**config.mk**
```make
export PLATFORM = sky130hd
export DESIGN_NAME = mcdf_arbiter
export DESIGN_NICKNAME = d
export VERILOG_FILES = /design/src/rtl/mcdf_pkg.sv /design/src/rtl/mcdf_prio_picker.sv /design/src/rtl/mcdf_arbiter.sv
export SDC_FILE = /design/constraint.sdc
export NUM_CORES = 1
export LEC_CHECK = 0
export CORE_MARGIN = 2
export CORE_UTILIZATION = 30
export DETAILED_ROUTE_END_ITERATION = 6
export GPL_TIMING_DRIVEN = 0
export PLACE_DENSITY = 0.63
export SKIP_CTS_REPAIR_TIMING = 1
export SYNTH_ARGS = -nofsm -noshare
export SYNTH_HDL_FRONTEND = slang
export SYNTH_SLANG_ARGS = --single-unit
```
**constraint.sdc**
```tcl
create_clock -name clk -period 3.3 [get_ports clk]
set_input_delay 0.99 -clock clk [delete_from_list [all_inputs] [get_ports clk]]
set_output_delay 0.99 -clock clk [all_outputs]
set_load 0.005 [all_outputs]
```
**src/rtl/mcdf_pkg.sv**
```systemverilog
// Shared definitions for the MCDF arbiter: channel count, FSM state type
// and the packet-length code decoder.
package mcdf_pkg;

  localparam int NUM_CH = 3;

  typedef enum logic [1:0] {
    ST_IDLE = 2'd0,
    ST_REQ  = 2'd1,
    ST_SEND = 2'd2
  } state_e;

  // Codes 0..4 select 1..16 words; every larger code saturates at a full FIFO (32).
  function automatic logic [5:0] len_decode(input logic [2:0] code);
    logic [5:0] words;
    case (code)
      3'd0:    words = 6'd1;
      3'd1:    words = 6'd2;
      3'd2:    words = 6'd4;
      3'd3:    words = 6'd8;
      3'd4:    words = 6'd16;
      default: words = 6'd32;
    endcase
    return words;
  endfunction

endpackage

```
**src/rtl/mcdf_prio_picker.sv**
```systemverilog
// Combinational winner selection: lowest priority value among eligible
// channels, ties broken round-robin from rr_start.
module mcdf_prio_picker
  import mcdf_pkg::*;
(
  input  logic [NUM_CH-1:0]      eligible,
  input  logic [NUM_CH-1:0][1:0] prio,
  input  logic [1:0]             rr_start,
  output logic [NUM_CH-1:0]      winner
);

  logic [1:0] best_prio;
  logic       found;
  logic       taken;
  logic [1:0] idx;

  // Find the best priority, then the first eligible channel holding it in rr order.
  always_comb begin
    best_prio = 2'd3;
    found     = 1'b0;
    taken     = 1'b0;
    idx       = 2'd0;
    winner    = '0;
    for (int i = 0; i < NUM_CH; i++) begin
      if (eligible[i] && (!found || prio[i] < best_prio)) begin
        best_prio = prio[i];
        found     = 1'b1;
      end
    end
    for (int k = 0; k < NUM_CH; k++) begin
      idx = 2'((int'(rr_start) + k) % NUM_CH);
      if (!taken && eligible[idx] && prio[idx] == best_prio) begin
        winner[idx] = 1'b1;
        taken       = 1'b1;
      end
    end
  end

endmodule

```
**src/rtl/mcdf_arbiter.sv**
```systemverilog
// MCDF arbiter: picks one of three channel FIFOs, requests the formatter,
// then streams the packet beats with start/end framing and FIFO pops.
module mcdf_arbiter
  import mcdf_pkg::*;
#(
  parameter int DW = 32
) (
  input  logic          clk,
  input  logic          rstn,
  input  logic          slv0_en,
  input  logic          slv1_en,
  input  logic          slv2_en,
  input  logic [1:0]    slv0_prio,
  input  logic [1:0]    slv1_prio,
  input  logic [1:0]    slv2_prio,
  input  logic [2:0]    slv0_len,
  input  logic [2:0]    slv1_len,
  input  logic [2:0]    slv2_len,
  input  logic [5:0]    ch0_cnt,
  input  logic [5:0]    ch1_cnt,
  input  logic [5:0]    ch2_cnt,
  input  logic [DW-1:0] ch0_data,
  input  logic [DW-1:0] ch1_data,
  input  logic [DW-1:0] ch2_data,
  output logic [2:0]    ch_pop,
  output logic          fmt_req,
  input  logic          fmt_grant,
  output logic [1:0]    fmt_chid,
  output logic [5:0]    fmt_length,
  output logic          fmt_valid,
  output logic          fmt_start,
  output logic          fmt_end,
  output logic [DW-1:0] fmt_data,
  input  logic          fmt_ready
);

  logic [NUM_CH-1:0]         en_vec;
  logic [NUM_CH-1:0][1:0]    prio_vec;
  logic [NUM_CH-1:0][2:0]    len_vec;
  logic [NUM_CH-1:0][5:0]    cnt_vec;
  logic [NUM_CH-1:0][DW-1:0] data_vec;
  logic [NUM_CH-1:0]         eligible;
  logic [NUM_CH-1:0]         winner;
  logic [1:0]                win_idx;
  logic [5:0]                win_len;
  logic [1:0]                rr_start;
  logic [1:0]                last_winner;
  logic [5:0]                beat_cnt;
  logic                      beat_xfer;
  state_e                    state;

  assign en_vec   = {slv2_en, slv1_en, slv0_en};
  assign prio_vec = {slv2_prio, slv1_prio, slv0_prio};
  assign len_vec  = {slv2_len, slv1_len, slv0_len};
  assign cnt_vec  = {ch2_cnt, ch1_cnt, ch0_cnt};
  assign data_vec = {ch2_data, ch1_data, ch0_data};

  // A channel may compete only when its FIFO already holds a whole packet.
  always_comb begin
    eligible = '0;
    for (int i = 0; i < NUM_CH; i++) begin
      eligible[i] = en_vec[i] && (cnt_vec[i] >= len_decode(len_vec[i]));
    end
  end

  // Search for a tie-break winner starts just after the previous packet's channel.
  assign rr_start = (last_winner == 2'd2) ? 2'd0 : last_winner + 2'd1;

  mcdf_prio_picker u_picker (
    .eligible (eligible),
    .prio     (prio_vec),
    .rr_start (rr_start),
    .winner   (winner)
  );

  // Convert the one-hot winner into a channel index.
  always_comb begin
    win_idx = 2'd0;
    for (int i = 0; i < NUM_CH; i++) begin
      if (winner[i]) win_idx = 2'(i);
    end
  end

  assign win_len   = len_decode(len_vec[win_idx]);
  assign beat_xfer = (state == ST_SEND) && fmt_ready;

  // Packet FSM; channel and length are frozen on leaving IDLE so register
  // writes made mid-packet cannot disturb the packet in flight.
  always_ff @(posedge clk or negedge rstn) begin
    if (!rstn) begin
      state       <= ST_IDLE;
      beat_cnt    <= 6'd0;
      last_winner <= 2'd2;
      fmt_chid    <= 2'd0;
      fmt_length  <= 6'd0;
    end else begin
      case (state)
        ST_IDLE: begin
          if (|eligible) begin
            state      <= ST_REQ;
            fmt_chid   <= win_idx;
            fmt_length <= win_len;
          end
        end
        ST_REQ: begin
          if (fmt_grant) begin
            state    <= ST_SEND;
            beat_cnt <= 6'd0;
          end
        end
        ST_SEND: begin
          if (beat_xfer) begin
            if (beat_cnt == fmt_length - 6'd1) begin
              state       <= ST_IDLE;
              last_winner <= fmt_chid;
            end else begin
              beat_cnt <= beat_cnt + 6'd1;
            end
          end
        end
        default: state <= ST_IDLE;
      endcase
    end
  end

  assign fmt_req   = (state == ST_REQ);
  assign fmt_valid = (state == ST_SEND);
  assign fmt_start = fmt_valid && (beat_cnt == 6'd0);
  assign fmt_end   = fmt_valid && (beat_cnt == fmt_length - 6'd1);
  assign fmt_data  = fmt_valid ? data_vec[fmt_chid] : '0;

  // Pop the owning FIFO exactly when a beat is accepted.
  always_comb begin
    ch_pop = '0;
    if (beat_xfer) ch_pop[fmt_chid] = 1'b1;
  end

endmodule
```
Yosys cells after proc, flatten, opt, wreduce, memory -nomap -nowiden --
Cells that the tools add are included.
Storage, ports and cells: register bits 18, input bits 136, logic and storage cells 144
Operators by class: add/sub/neg operators 5, divide/modulo/power cells 3, order comparisons 14, equal/unequal tests 28, multiplexer cells 52, bitwise operators 2, reduce and logical (&&, ||, !) cells 35
Operators with widths (number):
- 6-bit one-hot mux with 5 select lines | 4
- 32-bit binary-select mux with 2-bit select | 1
- 32-bit by 3-bit remainder unit with 32-bit output, second input constant | 2
- 32-bit two-way mux | 2
- 3-bit by 3-bit remainder unit with 32-bit output, second input constant | 1
- 3-bit by 2-bit equality test with 1-bit output, second input constant | 8
- 2-bit two-way mux | 12
- 6-bit greater-or-equal comparator | 3
- 6-bit two-way mux | 3
- 1-bit logical AND | 17
- 2-bit by 3-bit < comparator with 1-bit output, second input constant | 5
- 3-bit two-way mux | 5
- 2-bit binary-select mux with 2-bit select | 3
- 3-bit by 1-bit equality test with 1-bit output, second input constant | 4
- 3-bit equality test, second input constant | 4
- 3-bit logical NOT | 4
- 1-bit two-way mux | 12
- 6-bit one-hot mux with 2 select lines | 1
- 1-bit demux with 2-bit select | 4
- 2-bit by 1-bit greater-or-equal comparator with 1-bit output, second input constant | 4
- 4-bit AND reduction | 2
- 6-bit by 1-bit adder with 6-bit output, second input constant | 1
- 1-bit binary-select mux with 2-bit select | 3
- 3-bit binary-select mux with 2-bit select | 1
- other kinds (21) | 33

Logic depth before layout (Yosys ltp) --
Gate-level depths: netlist (run 1).
depth in word-level cells 30, gate-level depth with buffers 24, depth with buffers taken out 23

Cells and area by module --
From an unflattened synthesis (run 1), not the netlist that was laid out.
Unflattened totals: cells, all modules 432, area total of the unflattened synthesis 3159.3 um^2
Modules (own cells, without submodules):
- mcdf_arbiter | instances 1, cells an instance 333, area each 2484.9 um^2, seq. area each 451.7 um^2
- mcdf_prio_picker | instances 1, cells an instance 99, area each 674.4 um^2, seq. area each 0.0 um^2

Least setup slack after synthesis (run 1) --
OpenSTA, ideal clock, no wires.
path kind input-to-reg, from input slv0_len[1], to register fmt_length[1], setup time 0.120 ns, data arrival time 5.690 ns, required time 3.180 ns, setup slack -2.511 ns, cell stages on the path 22, path buffers 0, cells stage by stage or3b_2 -> ha_1 -> o211ai_1 -> o211ai_2 -> nand3_1 -> nor2_1 -> ha_1 -> a21oi_1 -> o211a_1 -> a21oi_1 -> inv_1 -> ha_1 -> o22a_2 -> o32a_4 -> mux2i_4 -> xor2_1 -> o22a_1 -> a311o_2 -> and2_4 -> mux2i_1 -> mux2_4 -> a41o_1
Between the ends: cells in the longest elaborated chain, start to end 30
RTL lines:
- start: declaration | RTL line mcdf_arbiter.sv:16 | input logic [2:0] slv0_len,
- 3-bit equality test (tied with other cells) | RTL line mcdf_pkg.sv:16 | case (code)
- 6-bit one-hot mux with 5 select lines | RTL line mcdf_pkg.sv:16
- 6-bit greater-or-equal comparator | RTL line mcdf_arbiter.sv:62 | eligible[i] = en_vec[i] && (cnt_vec[i] >= len_decode(len_vec[i]));
- 1-bit logical AND | RTL line mcdf_arbiter.sv:62
- 2-bit two-way mux / 1-bit two-way mux (equally long branches) | RTL line mcdf_prio_picker.sv:25 | if (eligible[i] && (!found || prio[i] < best_prio)) begin
- 2-bit < comparator / 1-bit logical NOT (equally long branches) | RTL line mcdf_prio_picker.sv:25
- 1-bit logical OR | RTL line mcdf_prio_picker.sv:25
- 1-bit logical AND | RTL line mcdf_prio_picker.sv:25
- [13 not listed]
- 1-bit logical AND (2 in series) | RTL line mcdf_prio_picker.sv:32 | if (!taken && eligible[idx] && prio[idx] == best_prio) begin
- 3-bit two-way mux | RTL line mcdf_prio_picker.sv:32
- 1-bit two-way mux | RTL line mcdf_arbiter.sv:80 | if (winner[i]) win_idx = 2'(i);
- 2-bit two-way mux | RTL line mcdf_arbiter.sv:80
- 3-bit binary-select mux with 2-bit select | RTL line mcdf_arbiter.sv:84 | assign win_len = len_decode(len_vec[win_idx]);
- 3-bit two-way mux (implied by the code) | RTL line mcdf_arbiter.sv:84
- 3-bit equality test (tied with other cells) | RTL line mcdf_pkg.sv:16
- 6-bit one-hot mux with 5 select lines | RTL line mcdf_pkg.sv:16
- end signal: assignment | RTL line mcdf_arbiter.sv:102 | fmt_length <= win_len;
- end: declaration | RTL line mcdf_arbiter.sv:29 | output logic [5:0] fmt_length,
Parallel ways exist; a longest one is shown, timed or not. The select of a mux whose other input is x is not followed. A chain may end at the register's enable or synchronous reset.

Worst setup path in the final report (run 1) --
from input slv0_len[2], to register fmt_length[2]
Same word-level chain as after synthesis.

==> impl_metrics.yaml, run 1 <==
logic_synthesis:
  synth_seq_area_share: 0.144
  synth_cells: 426
  synth_seq_cells: 18
  ys_top_cells_by_area: "dfrtp_1, mux2i_1, nor2_1"
  synth_top_area_frac: 0.136
  synthTopCellsByCount: "nor2_1, a21oi_1, mux2i_1"
  async_flop_share: 1.00
  ys.flop_type: "dfrtp_1"
  synth_most_common_cell: "nor2_1"
  synth_edf_count: 0
  yosysWarnings: 0
  synth_cell_types: 70
  avgSynthCellArea_sq_um: 7.34
  netlist_area_sq_mm: 0.00313
  synth_nets: 585
  synth_top_area_cell: "dfrtp_1"
clocking:
  cts.path.max_buffers: 2
  cts_buffers: 3
  clock-root-buffer: "clkbuf_8"
  clock_latency_ps: 260
  cts.sinks: 18
  cts_tree: "yes"
  htreeDepth: 1
  clk_transition_reported_paths_ps: 70
place:
  io_buffers: 182
  dp_hpwl_um: 9580
  gp_congestion: 0.873
routing:
  drt_iter0_markers: 147
  vias: 3831
  antenna_left: 0
  viasPerCell: 5.05
  drc_errors: 0
  wl_um: 12000
  drtPass1Iterations: 5
  routedWlPerCell_um: 15.8
die:
  die_w_um: 106
  die_h_um: 106
  rows: 37
  top_level_ports: 183
  dieArea_sq_mm: 0.0113
  core_area_sq_mm: 0.0102
  start_util: 0.306
hold_path:
  min_to: "fmt_length[5]"
  hold_depth: 2
  hp-start: "fmt_length[5]"
  hp-class: "reg2reg"
global_routing:
  grt_usage: 0.194
  antenna_found_initial: 0
  grt_pass1_wl_um: 17700
  first_global_vias: 3568
  grt_max_degree: 19
  overflow: 0
critical_path:
  worstSetupStartpoint: "slv0_len[2]"
  worstReg2RegStart: "last_winner[0]"
  start_kind: "primary input"
  slowest_delay_ps: 390
  path_max_fanout: 5
  cp-end-kind: "register"
  cp.arrival_ps: 5800
  crit_required_ps: 3440
  path_class: "in2reg"
  reg2reg_setup_slack_ps: 250
  worstPathCellList: "buf_12 -> or3b_4 -> ha_4 -> o211ai_1 -> o211ai_2 -> nand3_2 -> nor2_4 -> ha_4 -> a21oi_4 -> o211a_1 -> a21oi_4 -> inv_1 -> ha_1 -> o22a_2 -> o32a_4 -> mux2i_4 -> xor2_2 -> o22a_1 -> a311o_2 -> a21bo_1 -> a31o_1 -> o41ai_2"
  reg2reg_to: "fmt_length[2]"
  r2r_cells: 12
  slowest_stage: "or3b_4"
timing:
  tightestPinTransition_ps: 782
  maxSlewHeadroom: 0.477
  final_hold_viol_count: 0
  setup_ws_ps: -2350
  skew_ps: 2.51
  finalSetupViolCount: 9
  fin_crit_ps: 5650
  rsz0062_at_grt: "yes"
  period_share: 1.71
  fin_hold_ws_ps: 556
  slew_viol_final: 0
  fmax_mhz: 177
outcome:
  violations: "setup timing"
  status: "finished with violations"
finish:
  multi_input_area_sq_mm: 0.00270
  register_area_sq_um: 455
  syn_to_final_growth_pct: 78.0
  antenna_cells: 0
  nFillCells: 950
  drive_gt1_frac: 0.143
  nets: 782
flow_run:
  drv_cap: 0
pwr:
  max-vdd-ir-drop_mv: 0.174
  power_leakage_nw: 2.75
  power_density_mw_per_mm2: 396
  p_total_mw: 2.20
==> sequential cells by signal (all words and copies together), names as in the netlist <==
register     count
state            2
beat_cnt         6
fmt_length       6
last_winner      2
fmt_chid         2
==> cells by family (layout without fill, tap and decap cells) <==
| kind of cell | after synthesis | in the layout | share of synthesized area |
|---|---|---|---|
| xor gates and xnor gates | 18 | 18 | 0.0528 |
| AOI/OAI and AO/OA | 106 | 106 | 0.243 |
| muxes | 45 | 45 | 0.151 |
| buffers and inverters | 38 | 234 | 0.0540 |
| adders and majority gates | 23 | 23 | 0.0920 |
| and+or+nand+nor | 178 | 178 | 0.263 |
| DFF | 18 | 18 | 0.144 |
==> stage by stage <==
stage | instance area [sq um] | utilization | setup TNS, ps | setup WS, ps | cells
2_1_floorplan | 3150 | - | -17660 | -2340 | 426
3_3_place_gp | 5150 | 0.503 | -30630 | -3340 | 744
3_5_place_dp | 5150 | 0.503 | -32410 | -3430 | 744
4_1_cts | 5200 | 0.508 | -39600 | -3200 | 748
5_1_grt | 5570 | 0.544 | -19960 | -2540 | 758
6_report | 5570 | 0.544 | -18280 | -2350 | 758
==> where the power goes <==
part	leakage, nW	total [mW]	internal (mW)	switching [mW]
logic	2.49	1.65	0.840	0.814
clock network	0.0288	0.182	0.106	0.0754
registers	0.235	0.368	0.281	0.0873
==> layer usage <==
metal | up-vias | routed length, um | global-route usage
li1 | 1908 | - | -
met1 | 1778 | 4630 | 0.213
met2 | 130 | 6300 | 0.375
met3 | 15 | 811 | 0.0380
met4 | 0 | 210 | 0.0517
met5 | - | 0 | 0
==> critical path, delay by kind of cell <==
| family | cells | cell delay [ps] |
|---|---|---|
| AO/OA/AOI/OAI | 12 | 2720 |
| AND/OR/NAND/NOR | 3 | 750 |
| adder cells (fa/ha/maj) | 3 | 700 |
| multiplexers | 1 | 230 |
| XOR/XNOR | 1 | 220 |
| buffers and inverters | 2 | 160 |
==> how the worst max path moves through the flow <==
stage | to | slack [ps] | depth (start not counted)
2_1_floorplan | fmt_length[1] | -2340 | 22
3_3_place_gp | fmt_length[1] | -3340 | 23
3_5_place_dp | fmt_length[2] | -3430 | 23
4_1_cts | fmt_length[2] | -3200 | 23
5_1_grt | fmt_length[2] | -2540 | 22
6_report | fmt_length[2] | -2350 | 22
==> cell type report <==
cell class / count / share of cell area
Multi-Input combinational cell: 370 / 0.485
Timing Repair Buffer: 194 / 0.362
Sequential cell: 18 / 0.0818
Tap cell: 136 / 0.0306
Buffer: 20 / 0.0200
Inverter: 16 / 0.0108
Clock buffer: 4 / 0.00989
==> placed cells by master, fill, tap and decap left out, types with 4 or more instances in the layout <==
cell	netlist	routed
clkdlybuf4s50_1	0	142
nor2_1	87	84
a21oi_1	47	41
mux2i_1	40	39
dlymetal6s2s_1	0	37
nand2_1	31	30
ha_1	23	20
inv_1	16	16
o21ai_0	16	16
buf_4	2	14
dfrtp_1	17	14
nor3_1	10	9
nand3_1	10	9
xor2_1	10	9
clkbuf_2	0	8
nand2b_1	8	7
xnor2_1	7	7
nand3b_1	4	4
a21oi_2	1	4
and3_1	4	4
clkbuf_1	11	4
clkbuf_8	0	4
No activity file was read; power rests on OpenSTA's default activity.
==> run 2: changes to the inputs <==
Settings changed: SYNTH_HIERARCHICAL set to 1.
==> run 2 against run 1 <==
The flow still finishes with violations (setup timing). Synthesized cell count increased by 0.23%. Largest cell class unchanged. Via count increased by 1.3%. Largest power group unchanged. Final cell count increased by 2.4%.
==> impl_metrics.yaml, run 2 <==
outcome:
  status: "finished with violations"
  violations: "setup timing"
critical_path:
  reg2reg_to: "fmt_length[3]"
  reg2reg_setup_slack_ps: -510
  cp.arrival_ps: 5790
  worstReg2RegStart: "last_winner[1]"
  path_max_fanout: 6
  r2r_cells: 15
  cp-end-kind: "register"
  path_class: "in2reg"
  start_kind: "primary input"
  slowest_stage: "or3b_4"
  cp_common_cell: "o21ai_2"
  crit_required_ps: 3440
  slowest_delay_ps: 390
place:
  dp_slack_ps: -3680
  dp_hpwl_um: 9520
  io_buffers: 182
  detailed_place.area_sq_mm: 0.00521
  gp_congestion: 0.873
flow_run:
  drv_cap: 0
finish:
  reg.largest.list: "beat_cnt (6), fmt_length (6)"
  layout_commonest_cell: "clkdlybuf4s50_1"
  finish.utilization: 0.561
  nets: 804
  drive_gt1_frac: 0.184
  syn_to_final_growth_pct: 83.2
  final_area_sq_mm: 0.00574
  antenna_cells: 0
  layout_common_cells: "clkdlybuf4s50_1, nor2_1, a21oi_1"
routing:
  drtPass1Iterations: 4
  drc_errors: 0
  viasPerCell: 5.00
  vias: 3880
  drt_iter0_markers: 150
  wl_um: 11900
  antenna_left: 0
  routedWlPerCell_um: 15.3
logic_synthesis:
  synth_nets: 590
  synth_cells: 427
  netlist_area_sq_mm: 0.00313
  yosysWarnings: 6
  avgSynthCellArea_sq_um: 7.33
timing:
  maxSlewHeadroom: 0.443
  fin_crit_ps: 5650
  slew_viol_final: 0
  setup_ws_ps: -2350
  fin_hold_ws_ps: 553
  fmax_mhz: 177
  period_share: 1.71
  rsz0062_at_grt: "yes"
  final_hold_viol_count: 0
  tightestPinTransition_ps: 833
  finalSetupViolCount: 8
  skew_ps: 5.99
die:
  die_w_um: 106
  core_area_sq_mm: 0.0102
  dieArea_sq_mm: 0.0113
  rows: 37
  die_h_um: 106
  top_level_ports: 183
  start_util: 0.306
clocking:
  cts.sinks: 18
  htreeDepth: 1
  cts_tree: "yes"
  cts_buffers: 3
  clock_latency_ps: 260
  cts.path.max_buffers: 2
  clock-root-buffer: "clkbuf_8"
  clk_transition_reported_paths_ps: 70
global_routing:
  grt_pass1_wl_um: 17900
  first_global_vias: 3629
  overflow: 0
  antenna_found_initial: 0
  grt_usage: 0.191
  grt_max_degree: 19
hold_path:
  hp-start: "last_winner[0]"
  hp-class: "reg2reg"
  min_to: "last_winner[0]"
  hold_depth: 1
pwr:
  max-vdd-ir-drop_mv: 0.227
  power_leakage_nw: 2.82
  power_density_mw_per_mm2: 445
==> run 2: changes by cell type in the layout (fill, tap and decap cells not counted), moves of 4 or more <==
cell      before  now
mux2_4         1    6
buf_2          2    6
o21a_1         0    4
o21ai_2        1    8
clkbuf_1       4   11
buf_4         14   23
nand2_1       30   26
buf_6          2    8
clkbuf_2       8    2
==> run 2: worst max-delay path by stage <==
| stage | start | to | slack (ps) | cells after the start |
|---|---|---|---|---|
| floorplan | slv0_len[2] | fmt_length[4] | -2440 | 25 |
| global placement | slv0_len[1] | fmt_length[5] | -3560 | 26 |
| detailed placement | slv0_len[1] | fmt_length[5] | -3680 | 26 |
| CTS | slv0_len[1] | fmt_length[5] | -3400 | 26 |
| global route | slv0_len[1] | fmt_length[5] | -2520 | 26 |
| finish | slv0_len[1] | fmt_length[3] | -2350 | 25 |
==> run 2: power breakdown <==
| group | switching, mW | internal [mW] |
|---|---|---|
| Clock | 0.0751 | 0.106 |
| Combinational | 0.960 | 1.03 |
| Sequential | 0.0825 | 0.296 |
| Total | 1.12 | 1.43 |
==> run 2: routing by layer <==
metal / track usage / wire (um) / up-vias
met1: 0.242 / 5150 / 1797
met2: 0.345 / 5950 / 119
met3: 0.0258 / 598 / 18
met5: 0 / 0 / -
li1: - / - / 1946
met4: 0.0376 / 199 / 0
==> run 2: area by class of cell <==
class                           instances  area, sq um
Buffer                                 23          123
Clock buffer                            4         55.1
Fill cell                             949         4500
Inverter                               14         52.6
Multi-Input combinational cell        372         2750
Sequential cell                        18          454
Tap cell                              136          170
Timing Repair Buffer                  209         2130
==> run 2: per-stage QoR <==
stage / power (mW) / cells / TNS [ps]
after global placement: 2.21 / 745 / -28540
after floorplan: 1.48 / 427 / -18170
after detailed placement: 2.25 / 745 / -29780
after CTS: 2.44 / 749 / -33930
after global routing: 2.78 / 776 / -19190
final: 2.55 / 776 / -17950
==> run 2: worst max-delay path, delay by kind of cell <==
family / cells / cell delay, ps
and+or+nand+nor: 7 / 1390
AOI/OAI and AO/OA: 9 / 1470
adders and majority gates: 3 / 650
muxes: 3 / 900
buffers and inverters: 2 / 140
xor gates and xnor gates: 1 / 210
==> run 3: changes to the inputs <==
Settings changed: TNS_END_PERCENT set to 30.
==> run 3 against run 2 <==
The run still ends with setup timing left. Design area decreased by 1.7%. Flip-flop and latch count unchanged. First-iteration DRC count increased by 23%. Critical path type unchanged. Highest routed layer unchanged.
==> impl_metrics.yaml, run 3 (synthesis gave the netlist of run 2 again) <==
finish:
  finish.utilization: 0.551
  nFillCells: 967
  layout_commonest_cell: "clkdlybuf4s50_1"
  stdcell_count: 766
  syn_to_final_growth_pct: 80.2
  reg.largest.list: "beat_cnt (6), fmt_length (6)"
  antenna_cells: 0
  final_area_sq_mm: 0.00564
  nets: 794
  drive_gt1_frac: 0.173
  layout_common_cells: "clkdlybuf4s50_1, nor2_1, a21oi_1"
clocking:
  htreeDepth: 1
  cts.path.max_buffers: 2
  clk_transition_reported_paths_ps: 80
  cts_tree: "yes"
  cts_buffers: 3
  cts.sinks: 18
  clock_latency_ps: 260
  clock-root-buffer: "clkbuf_8"
timing:
  fmax_mhz: 178
  final_hold_viol_count: 0
  tightestPinTransition_ps: 804
  skew_ps: 4.23
  slew_viol_final: 0
  maxSlewHeadroom: 0.462
  fin_crit_ps: 5620
  period_share: 1.70
  fin_setup_tns_ps: -17390
  rsz0062_at_grt: "yes"
  finalSetupViolCount: 9
  setup_ws_ps: -2320
flow_run:
  drv_cap: 0
global_routing:
  grt_usage: 0.185
  antenna_found_initial: 0
  first_global_vias: 3541
  grt_max_degree: 19
  overflow: 0
  grt_pass1_wl_um: 17400
pwr:
  clkPwrFrac: 0.074
  p_sw_mw: 1.10
  p_sw_frac: 0.441
  power_density_mw_per_mm2: 445
  internal-power_mw: 1.40
  share_seq_of_total_power: 0.150
  max-vdd-ir-drop_mv: 0.217
  power_leakage_nw: 2.62
  share_comb_of_total_power: 0.776
die:
  top_level_ports: 183
  core_area_sq_mm: 0.0102
  die_h_um: 106
  die_w_um: 106
  rows: 37
  dieArea_sq_mm: 0.0113
  start_util: 0.306
routing:
  vias: 3826
  drt_iter0_markers: 184
  routedWlPerCell_um: 15.0
  wl_um: 11500
  drc_errors: 0
  drtPass1Iterations: 4
  viasPerCell: 4.99
  antenna_left: 0
outcome:
  status: "finished with violations"
  violations: "setup timing"
place:
  detailed_place.area_sq_mm: 0.00521
  io_buffers: 182
  dp.cells: 745
  gp_congestion: 0.846
  dp_slack_ps: -3590
  dp_hpwl_um: 9250
critical_path:
  cp-end-kind: "register"
  path_class: "in2reg"
  path_max_fanout: 8
  crit_required_ps: 3450
  start_kind: "primary input"
  cp.arrival_ps: 5760
hold_path:
  hp-class: "reg2reg"
==> run 3: cell count changes in the layout (fill, tap and decap cells not counted), sizes merged <==
cell / previous run / this run
dlymetal6s2s: 35 / 27
clkbuf: 19 / 18
clkdlybuf4s50: 141 / 149
buf: 41 / 32
==> run 3: worst paths after layout <==
| path | start | to | slack (ps) | depth (start not counted) |
|---|---|---|---|---|
| setup / recovery | slv0_len[1] | fmt_length[4] | -2320 | 26 |
| hold / removal | last_winner[0] | last_winner[0] | 560 | 1 |
| setup reg to reg | last_winner[1] | fmt_length[3] | -360 | 15 |
| hold reg to reg | last_winner[0] | last_winner[0] | 560 | 1 |
| max in group asynchronous | rstn | fmt_chid[0] | 1600 | 1 |
| min in group asynchronous | rstn | beat_cnt[0] | 1190 | 1 |
==> run 3: final cells by class <==
type,count,area [sq um],share of cell area
clock buffers,4,55.1,0.00976
flip-flops and latches,18,452,0.0801
repair buffers,199,2010,0.356
plain buffers,23,123,0.0217
multi-input cells,372,2780,0.493
inverters,14,52.6,0.00932
well taps,136,170,0.0302
==> run 3: per-stage QoR <==
step	total power, mW	hold WS, ps
after global placement	2.21	525
after detailed placement	2.23	539
after CTS	2.42	562
final	2.51	565
after global routing	2.74	590
after floorplan	1.48	495
==> run 3: layer usage <==
layer | GRT usage | up-vias | part of all wire | wire (um)
met5 | 0 | - | 0 | 0
met4 | 0.0216 | 0 | 0.0061 | 70
met3 | 0.0251 | 8 | 0.049 | 562
met2 | 0.330 | 106 | 0.51 | 5820
met1 | 0.243 | 1788 | 0.44 | 5030
li1 | - | 1924 | - | -
==> run 3: critical path, stage by stage <==
cell and delay, ps:
buf_8 110, or3b_4 400, ha_4 180, nor3b_2 160, nor2_1 70, o21ai_2 160, a21oi_4 100, nand2b_4 100
inv_2 40, ha_4 270, o21ai_2 50, o21ai_2 140, o21ai_2 90, ha_2 210, or3b_1 350, a221o_1 310
nand2_2 90, mux2_4 350, xnor2_4 170, or3_4 390, a31oi_4 350, nand2_1 110, o21ai_2 130, or2_4 160
nor2_1 30, mux2_4 260
==> run 3: power groups by stage <==
stage	clock (mW)	sequential (mW)	combinational (mW)
3_5_place_dp	0	0.380	1.85
3_3_place_gp	0	0.378	1.83
6_report	0.186	0.376	1.95
5_1_grt	0.202	0.388	2.15
2_1_floorplan	0	0.362	1.12
4_1_cts	0.187	0.377	1.86
